[src/rtl/multi_ch_accum.sv]
// multi_ch_accum: N_CH independent wide accumulators fed by one unsigned
// sample stream, in plain-sum or sum-of-squares mode. Each channel has a
// clear and a sticky overflow flag. The total of channel rd_ch is returned
// on a registered readout port.
//
// Two-stage pipeline:
//   stage 1: registers en/clr/ch and the operand (x or x*x, 2*DATA_W wide).
//   stage 2: the only writer of the accumulators and overflow flags.
// Because all accumulator writes happen in one stage, consecutive samples
// to the same channel read the value stage 2 has just written, so no
// forwarding path is needed.
//
// Build option: define ACC_SAT_EN to saturate a channel at 2^ACC_W-1 when
// an add carries out. When it is undefined the sum wraps modulo 2^ACC_W.
// In both builds a carry out sets the channel's ovf bit.
module multi_ch_accum #(
  parameter  int DATA_W = 32,
  parameter  int ACC_W  = 100,
  parameter  int N_CH   = 4,
  localparam int CH_W   = $clog2(N_CH)
) (
  input  logic              clk,
  input  logic              rst,     // asynchronous, active-low
  input  logic              en,
  input  logic [CH_W-1:0]   ch,
  input  logic [DATA_W-1:0] x,
  input  logic              sq,
  input  logic              clr,
  input  logic [CH_W-1:0]   rd_ch,
  output logic [ACC_W-1:0]  y,
  output logic [N_CH-1:0]   ovf
);

  localparam int OP_W = 2 * DATA_W;

  // Reject parameter sets that cannot hold a full-width square.
  if (ACC_W < OP_W) begin : g_bad_acc_w
    $error("multi_ch_accum: ACC_W must be >= 2*DATA_W");
  end
  if (N_CH < 2) begin : g_bad_n_ch
    $error("multi_ch_accum: N_CH must be >= 2");
  end

  // ---------------------------------------------------------------------
  // Stage 1: operand formation
  // ---------------------------------------------------------------------
  logic [OP_W-1:0] op_d;

  logic            en_s1;
  logic            clr_s1;
  logic [CH_W-1:0] ch_s1;
  logic [OP_W-1:0] op_s1;

  // Square or zero-extend the incoming sample to the operand width.
  // NOTE: every always_comb output gets a value on every path (here via the
  // ternary, below via a default first) so no latch is inferred.
  always_comb begin
    op_d = sq ? (OP_W'(x) * OP_W'(x)) : OP_W'(x);
  end

  // Register the request and its operand; reset drops any sample in flight.
  // NOTE: sequential state is written only with non-blocking assignments so
  // every register samples its inputs as they were before the clock edge.
  always_ff @(posedge clk or negedge rst) begin
    if (!rst) begin
      en_s1  <= 1'b0;
      clr_s1 <= 1'b0;
      ch_s1  <= '0;
      op_s1  <= '0;
    end else begin
      en_s1  <= en;
      clr_s1 <= clr;
      ch_s1  <= ch;
      op_s1  <= op_d;
    end
  end

  // ---------------------------------------------------------------------
  // Stage 2: accumulator update
  // ---------------------------------------------------------------------
  logic [ACC_W-1:0] acc [N_CH];
  logic [ACC_W-1:0] acc_cur;
  logic [ACC_W:0]   sum;
  logic             carry;
  logic [ACC_W-1:0] acc_add;
  logic [ACC_W-1:0] rd_val;

  // Select the addressed accumulator; an out-of-range channel matches
  // nothing and reads as zero (its result is never written anyway).
  always_comb begin
    acc_cur = '0;
    for (int i = 0; i < N_CH; i++) begin
      if (ch_s1 == CH_W'(i)) acc_cur = acc[i];
    end
  end

  // One extra bit on the adder exposes the carry used for overflow.
  always_comb begin
    sum   = (ACC_W + 1)'(acc_cur) + (ACC_W + 1)'(op_s1);
    carry = sum[ACC_W];
`ifdef ACC_SAT_EN
    acc_add = carry ? '1 : sum[ACC_W-1:0];
`else
    acc_add = sum[ACC_W-1:0];
`endif
  end

  // Apply clear / load / add / hold to the addressed channel only.
  // NOTE: the accumulator array is reset asynchronously along with the
  // flags because a reset must return every channel total to zero at once;
  // this keeps it in flops rather than a RAM macro.
  always_ff @(posedge clk or negedge rst) begin
    if (!rst) begin
      for (int i = 0; i < N_CH; i++) acc[i] <= '0;
      ovf <= '0;
    end else begin
      for (int i = 0; i < N_CH; i++) begin
        if (ch_s1 == CH_W'(i)) begin
          if (clr_s1) begin
            // Clear, optionally loading this cycle's sample as the new total.
            acc[i] <= en_s1 ? ACC_W'(op_s1) : '0;
            ovf[i] <= 1'b0;
          end else if (en_s1) begin
            acc[i] <= acc_add;
            if (carry) ovf[i] <= 1'b1;
          end
        end
      end
    end
  end

  // ---------------------------------------------------------------------
  // Readout
  // ---------------------------------------------------------------------

  // Pick the channel to read; out-of-range selects read as zero.
  always_comb begin
    rd_val = '0;
    for (int i = 0; i < N_CH; i++) begin
      if (rd_ch == CH_W'(i)) rd_val = acc[i];
    end
  end

  // Register the readout; same-edge updates show up one cycle later.
  always_ff @(posedge clk or negedge rst) begin
    if (!rst) y <= '0;
    else      y <= rd_val;
  end

endmodule

[config.mk]
export PLATFORM = sky130hd
export DESIGN_NAME = multi_ch_accum
export DESIGN_NICKNAME = d
export VERILOG_FILES = /design/src/rtl/multi_ch_accum.sv
export SDC_FILE = /design/constraint.sdc
export NUM_CORES = 2
export LEC_CHECK = 0
export ABC_CLOCK_PERIOD_IN_PS = 5900
export CAP_MARGIN = 20
export CORE_MARGIN = 10
export CORE_UTILIZATION = 45
export DETAILED_ROUTE_END_ITERATION = 12
export PLACE_DENSITY = 0.71
export SLEW_MARGIN = 30
export SYNTH_ARGS = -nofsm -noshare
export SYNTH_HDL_FRONTEND = slang
export SYNTH_SLANG_ARGS = --single-unit
[constraint.sdc]
create_clock -name clk -period 5.9 [get_ports clk]
set_input_delay 1.18 -clock clk [delete_from_list [all_inputs] [get_ports clk]]
set_output_delay 1.18 -clock clk [all_outputs]
set_load 0.02 [all_outputs]
# After elaboration in Yosys (flattened, before gate mapping)
# Index checks and enable logic that the tools add are counted.
dict set report word_totals {
  reg_bits 572
  input_bits 41
  output_inout_bits 104
  word_cells 48
}
dict set report classes {
  n_addsub 1
  n_mul 1
  eq_ne 6
  muxes 15
  reduce_logical 12
}
# operator count
set ops {}
lappend ops {{two-way mux 100 bit} 10}
lappend ops {{two-way mux 64 bit} 2}
lappend ops {{adder 100 x 64 -> 101 bit} 1}
lappend ops {{multiplier 32 x 32 -> 64 bit} 1}
lappend ops {{AND reduction 3 bit} 4}
lappend ops {{equality test 2 bit (second input constant)} 4}
lappend ops {{AND reduction 2 bit} 4}
lappend ops {{equality test 2 x 1 -> 1 bit (second input constant)} 2}
lappend ops {{logical NOT 2 bit} 2}
lappend ops {{nonzero test 2 bit} 2}
lappend ops {{two-way mux 1 bit} 3}

# Longest topological paths before layout
dict set report depth {
  ltp_word 9
  depth_mapped 30
  depth_no_buf 27
}

# Worst setup path after synthesis
# OpenSTA, ideal clock, no wires.
dict set report synth_timing {
  kind {input to register}
  from {input port x[17]}
  to {register op_s1[63]}
  setup_ns 0.119
  arrival_time_ns 8.312
  required_time_ns 5.781
  setup_slack_ns -2.531
  stages 26
  n_path_buf 3
  cell_sequence {clkbuf_1 -> clkbuf_1 -> nand2_1 -> fa_1 -> fa_1 -> inv_1 -> fa_1 -> inv_1 -> fa_1 -> inv_1 -> fa_1 -> fa_1 -> fa_1 -> fa_1 -> ha_1 -> buf_2 -> a21oi_2 -> o21ai_1 -> a211o_1 -> a2111oi_0 -> a21oi_1 -> a21oi_1 -> o21ai_1 -> a221oi_2 -> xnor2_1 -> and2_1}
}
dict set report synth_via {
  elab_chain_len 2
}
# element line
set synth_rtl {}
lappend synth_rtl {{from (decl)} 26} ;# input logic [DATA_W-1:0] x,
lappend synth_rtl {{multiplier 32 x 32 -> 64 bit} 58} ;# op_d = sq ? (OP_W'(x) * OP_W'(x)) : OP_W'(x);
lappend synth_rtl {{two-way mux 64 bit} 58}
lappend synth_rtl {{net op_d[63]} 47} ;# logic [OP_W-1:0] op_d;
lappend synth_rtl {{to (signal assigned)} 74} ;# op_s1 <= op_d;
lappend synth_rtl {{to (decl)} 52} ;# logic [OP_W-1:0] op_s1;
# The timed path passes the listed nets, and every way through them passes these cells.
# A chain may end at the register's enable or synchronous reset.

# Final worst setup path
dict set report layout_timing {
  from {input port x[16]}
  to {register op_s1[58]}
}
# Same word-level chain as after synthesis.

==> report_table.html <==
<table>
<tr><th>Metric</th><th>Value</th></tr>
<tr><th colspan="2">Status</th></tr>
<tr><td>Outcome</td><td>finished with violations</td></tr>
<tr><td>Violations in the final reports</td><td>negative setup slack</td></tr>
<tr><th colspan="2">Worst setup path</th></tr>
<tr><td>CP delay by family, top</td><td>adder cells</td></tr>
<tr><td>Kind of end point of the critical path</td><td>register</td></tr>
<tr><td>Start-to-end type of the worst setup path</td><td>primary input to register</td></tr>
<tr><td>Largest driver fanout on the critical path</td><td>4</td></tr>
<tr><td>Worst EP required</td><td>6.43 ns</td></tr>
<tr><td>Critical path buffers and inverters</td><td>6</td></tr>
<tr><td>Kind of launch point of the worst setup path</td><td>primary input</td></tr>
<tr><td>Biggest cell delay along the critical path</td><td>0.57 ns</td></tr>
<tr><td>CP Data Arrival Time</td><td>8.29 ns</td></tr>
<tr><td>CP dominant cell by count</td><td>fa_1</td></tr>
<tr><td>Slowest cell on the critical path</td><td>fa_1</td></tr>
<tr><th colspan="2">CTS</th></tr>
<tr><td>H-tree levels</td><td>2</td></tr>
<tr><td>Sink count of the clock tree</td><td>572</td></tr>
<tr><td>Reg clk slew, reported paths</td><td>0.06 ns</td></tr>
<tr><td>TritonCTS buffer count</td><td>53</td></tr>
<tr><td>Buffers from clock root to sink, at most</td><td>3</td></tr>
<tr><td>Clock latency at the later pin of the worst-skew pair</td><td>0.65 ns</td></tr>
<tr><td>Clock tree from TritonCTS</td><td>done</td></tr>
<tr><td>Root buffer cell</td><td>clkbuf_16</td></tr>
<tr><td>Cts-stage hold buffer count</td><td>0</td></tr>
<tr><th colspan="2">Finish</th></tr>
<tr><td>Commonest cells after routing, fill and taps aside</td><td>926 x inv_1, 706 x fa_1, 701 x nand2_1, 644 x buf_4, 569 x dfrtp_1</td></tr>
<tr><td>Filler cell count</td><td>10500</td></tr>
<tr><td>Layout net count</td><td>7726</td></tr>
<tr><td>Most frequent standard cell in the layout excluding fill and tap cells</td><td>inv_1</td></tr>
<tr><td>Final standard cell count with taps included and fillers excluded</td><td>8310</td></tr>
<tr><td>Share of post-route cells with drive strength above 1</td><td>26.1%</td></tr>
<tr><td>Area growth from synthesis to layout</td><td>24.9%</td></tr>
<tr><td>Antenna fix cells</td><td>0</td></tr>
<tr><th colspan="2">Routing</th></tr>
<tr><td>Detailed-route via count</td><td>46100</td></tr>
<tr><td>Number of remaining DRC errors</td><td>0</td></tr>
<tr><td>Final routed wire length divided by cell count</td><td>21.3 µm</td></tr>
<tr><td>DRT iter0 DRCs</td><td>3648</td></tr>
<tr><td>Total iterations of the first detailed-routing run</td><td>8</td></tr>
<tr><td>Number of antenna-violating nets in the routed design</td><td>0</td></tr>
<tr><td>Sum of routed wire length over all layers</td><td>177000 µm</td></tr>
<tr><td>Via/cell ratio</td><td>5.54</td></tr>
<tr><th colspan="2">Placement</th></tr>
<tr><td>Placed instance count</td><td>8045</td></tr>
<tr><td>Final weighted congestion of routability-driven global placement</td><td>0.942</td></tr>
<tr><td>Estimated wirelength of the detail-placed design</td><td>129000 µm</td></tr>
<tr><td>IO Port Bufs</td><td>144</td></tr>
<tr><td>Worst-case setup slack after placement</td><td>-3.19 ns</td></tr>
<tr><th colspan="2">Synthesis</th></tr>
<tr><td>Number of warnings printed during yosys synthesis</td><td>0</td></tr>
<tr><td>Share of Yosys cell area claimed by the top area cell type</td><td>27.1%</td></tr>
<tr><td>Number of flops mapped to enable cells by yosys</td><td>0</td></tr>
<tr><td>Seq cells post-synth</td><td>572</td></tr>
<tr><td>Combinational family with the most area after synthesis</td><td>adder cells</td></tr>
<tr><td>Leading post-synthesis cells by cell area</td><td>fa_1 27%, dfrtp_1 24%, ha_1 7.7%</td></tr>
<tr><td>Post-synthesis instance area</td><td>0.0586 mm²</td></tr>
<tr><td>Library cell occupying the most area in the post-synthesis netlist</td><td>fa_1</td></tr>
<tr><td>Syn_nets</td><td>7022</td></tr>
<tr><td>Share of the yosys chip area belonging to registers</td><td>24.4%</td></tr>
<tr><td>Share of the synthesized area in compound gates (AO/OA/AOI/OAI)</td><td>9.91%</td></tr>
<tr><td>Synthesized-area fraction occupied by adder cells</td><td>34.8%</td></tr>
<tr><td>Post-synthesis xor/xnor area fraction</td><td>2.66%</td></tr>
<tr><td>Number of cells produced by synthesis</td><td>5826</td></tr>
<tr><td>Number of different library cells in the post-synthesis netlist</td><td>84</td></tr>
<tr><td>Async set-reset flop share out of synthesis</td><td>100%</td></tr>
<tr><td>Multiplexer fraction of the synthesized cell area</td><td>8.66%</td></tr>
<tr><td>Synthesized area divided by synthesized cell count</td><td>10.1 µm²</td></tr>
<tr><td>Most common flop cell mapped by yosys</td><td>dfrtp_1</td></tr>
<tr><td>Synth Area in Simple Gates</td><td>11.1%</td></tr>
<tr><th colspan="2">Floorplan</th></tr>
<tr><td>Core Area</td><td>0.129 mm²</td></tr>
<tr><td>Boundary Pins</td><td>145</td></tr>
<tr><td>Effective utilization at floorplan</td><td>45.3%</td></tr>
<tr><td>Die Ht</td><td>381 µm</td></tr>
<tr><td>Die area</td><td>0.145 mm²</td></tr>
<tr><td>Die X-Extent</td><td>381 µm</td></tr>
<tr><td># rows</td><td>132</td></tr>
<tr><th colspan="2">STA</th></tr>
<tr><td>Final setup vio count</td><td>55</td></tr>
<tr><td>Pins Over Slew Limit</td><td>0</td></tr>
<tr><td>Unrepaired setup endpoints after global routing</td><td>yes</td></tr>
<tr><td>Share of the cycle needed by the critical path after routing</td><td>132%</td></tr>
<tr><td>Worst-margin pin slew</td><td>0.972 ns</td></tr>
<tr><td>Upper clock frequency limit</td><td>129 MHz</td></tr>
<tr><td>Min setup slack post-route</td><td>-1.86 ns</td></tr>
<tr><td>Hold Violations, Final</td><td>0</td></tr>
<tr><td>Worst max-slew margin expressed relative to the limit</td><td>35.2%</td></tr>
<tr><td>Clock skew after layout</td><td>0.0532 ns</td></tr>
<tr><td>Final critical delay including setup and external delays</td><td>7.76 ns</td></tr>
<tr><th colspan="2">GRT</th></tr>
<tr><td>Initial antenna violation count</td><td>2</td></tr>
<tr><td>Residual overflow from global routing</td><td>0</td></tr>
<tr><td>Pin count of the biggest net entering global routing</td><td>129</td></tr>
<tr><td>Overall fraction of global-route tracks in use</td><td>24.0%</td></tr>
<tr><td>First-pass GRT wire length</td><td>278000 µm</td></tr>
<tr><td>Via count of the first global-routing pass</td><td>49800</td></tr>
<tr><th colspan="2">Flow run</th></tr>
<tr><td>Max cap viols</td><td>0</td></tr>
<tr><th colspan="2">Min path</th></tr>
<tr><td>Hold crit path type</td><td>primary input to asynchronous set/reset pin</td></tr>
</table>
[logic make-up (layout without fill, tap and decap cells)]
kind of cell	after synthesis	after routing
DFF	572	572
adders and majority gates	1155	1155
muxes	253	253
AOI/OAI and AO/OA	947	947
xor gates and xnor gates	178	178
buffers and inverters	1305	2047
and+or+nand+nor	1416	1416
[area by class of cell]
class | instances | area (µm²) | area share (%)
clock buffers | 74 | 1550 | 2.11
clock inverters | 19 | 274 | 0.374
inverters | 994 | 3750 | 5.12
multi-input cells | 3949 | 42000 | 57.3
flip-flops and latches | 572 | 14300 | 19.6
well taps | 1742 | 2180 | 2.98
repair buffers | 960 | 9190 | 12.5
[worst register-to-register path, delay by kind of cell, from the launching register on]
kind                       cells  cell delay (ns)
xor gates and xnor gates       1             0.10
AOI/OAI and AO/OA              6             2.21
adders and majority gates      1             0.39
buffers and inverters          1             0.38
DFF                            1             0.64
and+or+nand+nor                2             0.65
muxes                          2             0.85
[flip-flops by register name (all words and copies together), names as in the netlist]
name	flops
clr_s1	1
op_s1	64
acc	400
ch_s1	2
y	100
en_s1	1
ovf	4
[per-stage QoR]
stage | hold slack, ns | TNS (ns) | instance area [µm²] | utilization (%)
floorplan | 0.457 | -75.70 | 59900 | -
CTS | 0.501 | -73.27 | 72300 | 55.8
global placement | 0.473 | -134.82 | 67200 | 51.9
global route | 0.508 | -83.18 | 73200 | 56.5
finish | 0.488 | -75.56 | 73200 | 56.5
detailed placement | 0.487 | -139.85 | 67200 | 51.9
[repair_timing]
action | CTS | global route
gates resized for setup | 592 | 201
pin swaps | 249 | 190
endpoints found under the setup margin | 56 | 55
buffers inserted | 141 | 38
cloned | 14 | 3
[synthesized netlist by cell type, types with 33 or more instances]
| cell | count |
|---|---|
| mux4_2 | 199 |
| xor2_1 | 85 |
| nand3_1 | 56 |
| clkbuf_1 | 263 |
| fa_1 | 793 |
| a21oi_1 | 183 |
| and3_1 | 33 |
| nor2_1 | 159 |
| dfrtp_1 | 572 |
| nand4_1 | 44 |
| and2_1 | 248 |
| ha_1 | 362 |
| xnor2_1 | 93 |
| o31ai_1 | 56 |
| a22oi_1 | 46 |
| a31oi_1 | 40 |
| nand2_1 | 767 |
| inv_1 | 992 |
| a21o_1 | 66 |
| o21ai_0 | 348 |
| mux2_2 | 41 |
| o21ai_1 | 47 |
[final timing paths]
| path | startpoint | to | slack (ns) | cells after the start |
|---|---|---|---|---|
| worst max-delay path | x[16] | op_s1[58] | -1.86 | 27 |
| worst min-delay path | rst | acc[108] | 0.49 | 1 |
| worst max register to register | ch_s1[0] | acc[360] | 0.64 | 13 |
| worst min register to register | acc[20] | acc[20] | 0.50 | 2 |
| max in group asynchronous | rst | acc[152] | 3.98 | 3 |
| min in group clk | acc[20] | acc[20] | 0.50 | 2 |
[layer usage]
layer  vias up  GRT usage, %  routed length (µm)
met5         -             0                   0
met4         0          9.91                9420
met3       486          4.16               13200
met2      1850          40.0               84400
met1     23400          30.9               70300
li1      20300             -                   -
Power is not shown: default switching activity piles up to over one toggle a cycle in this logic, so the estimate is an artifact.
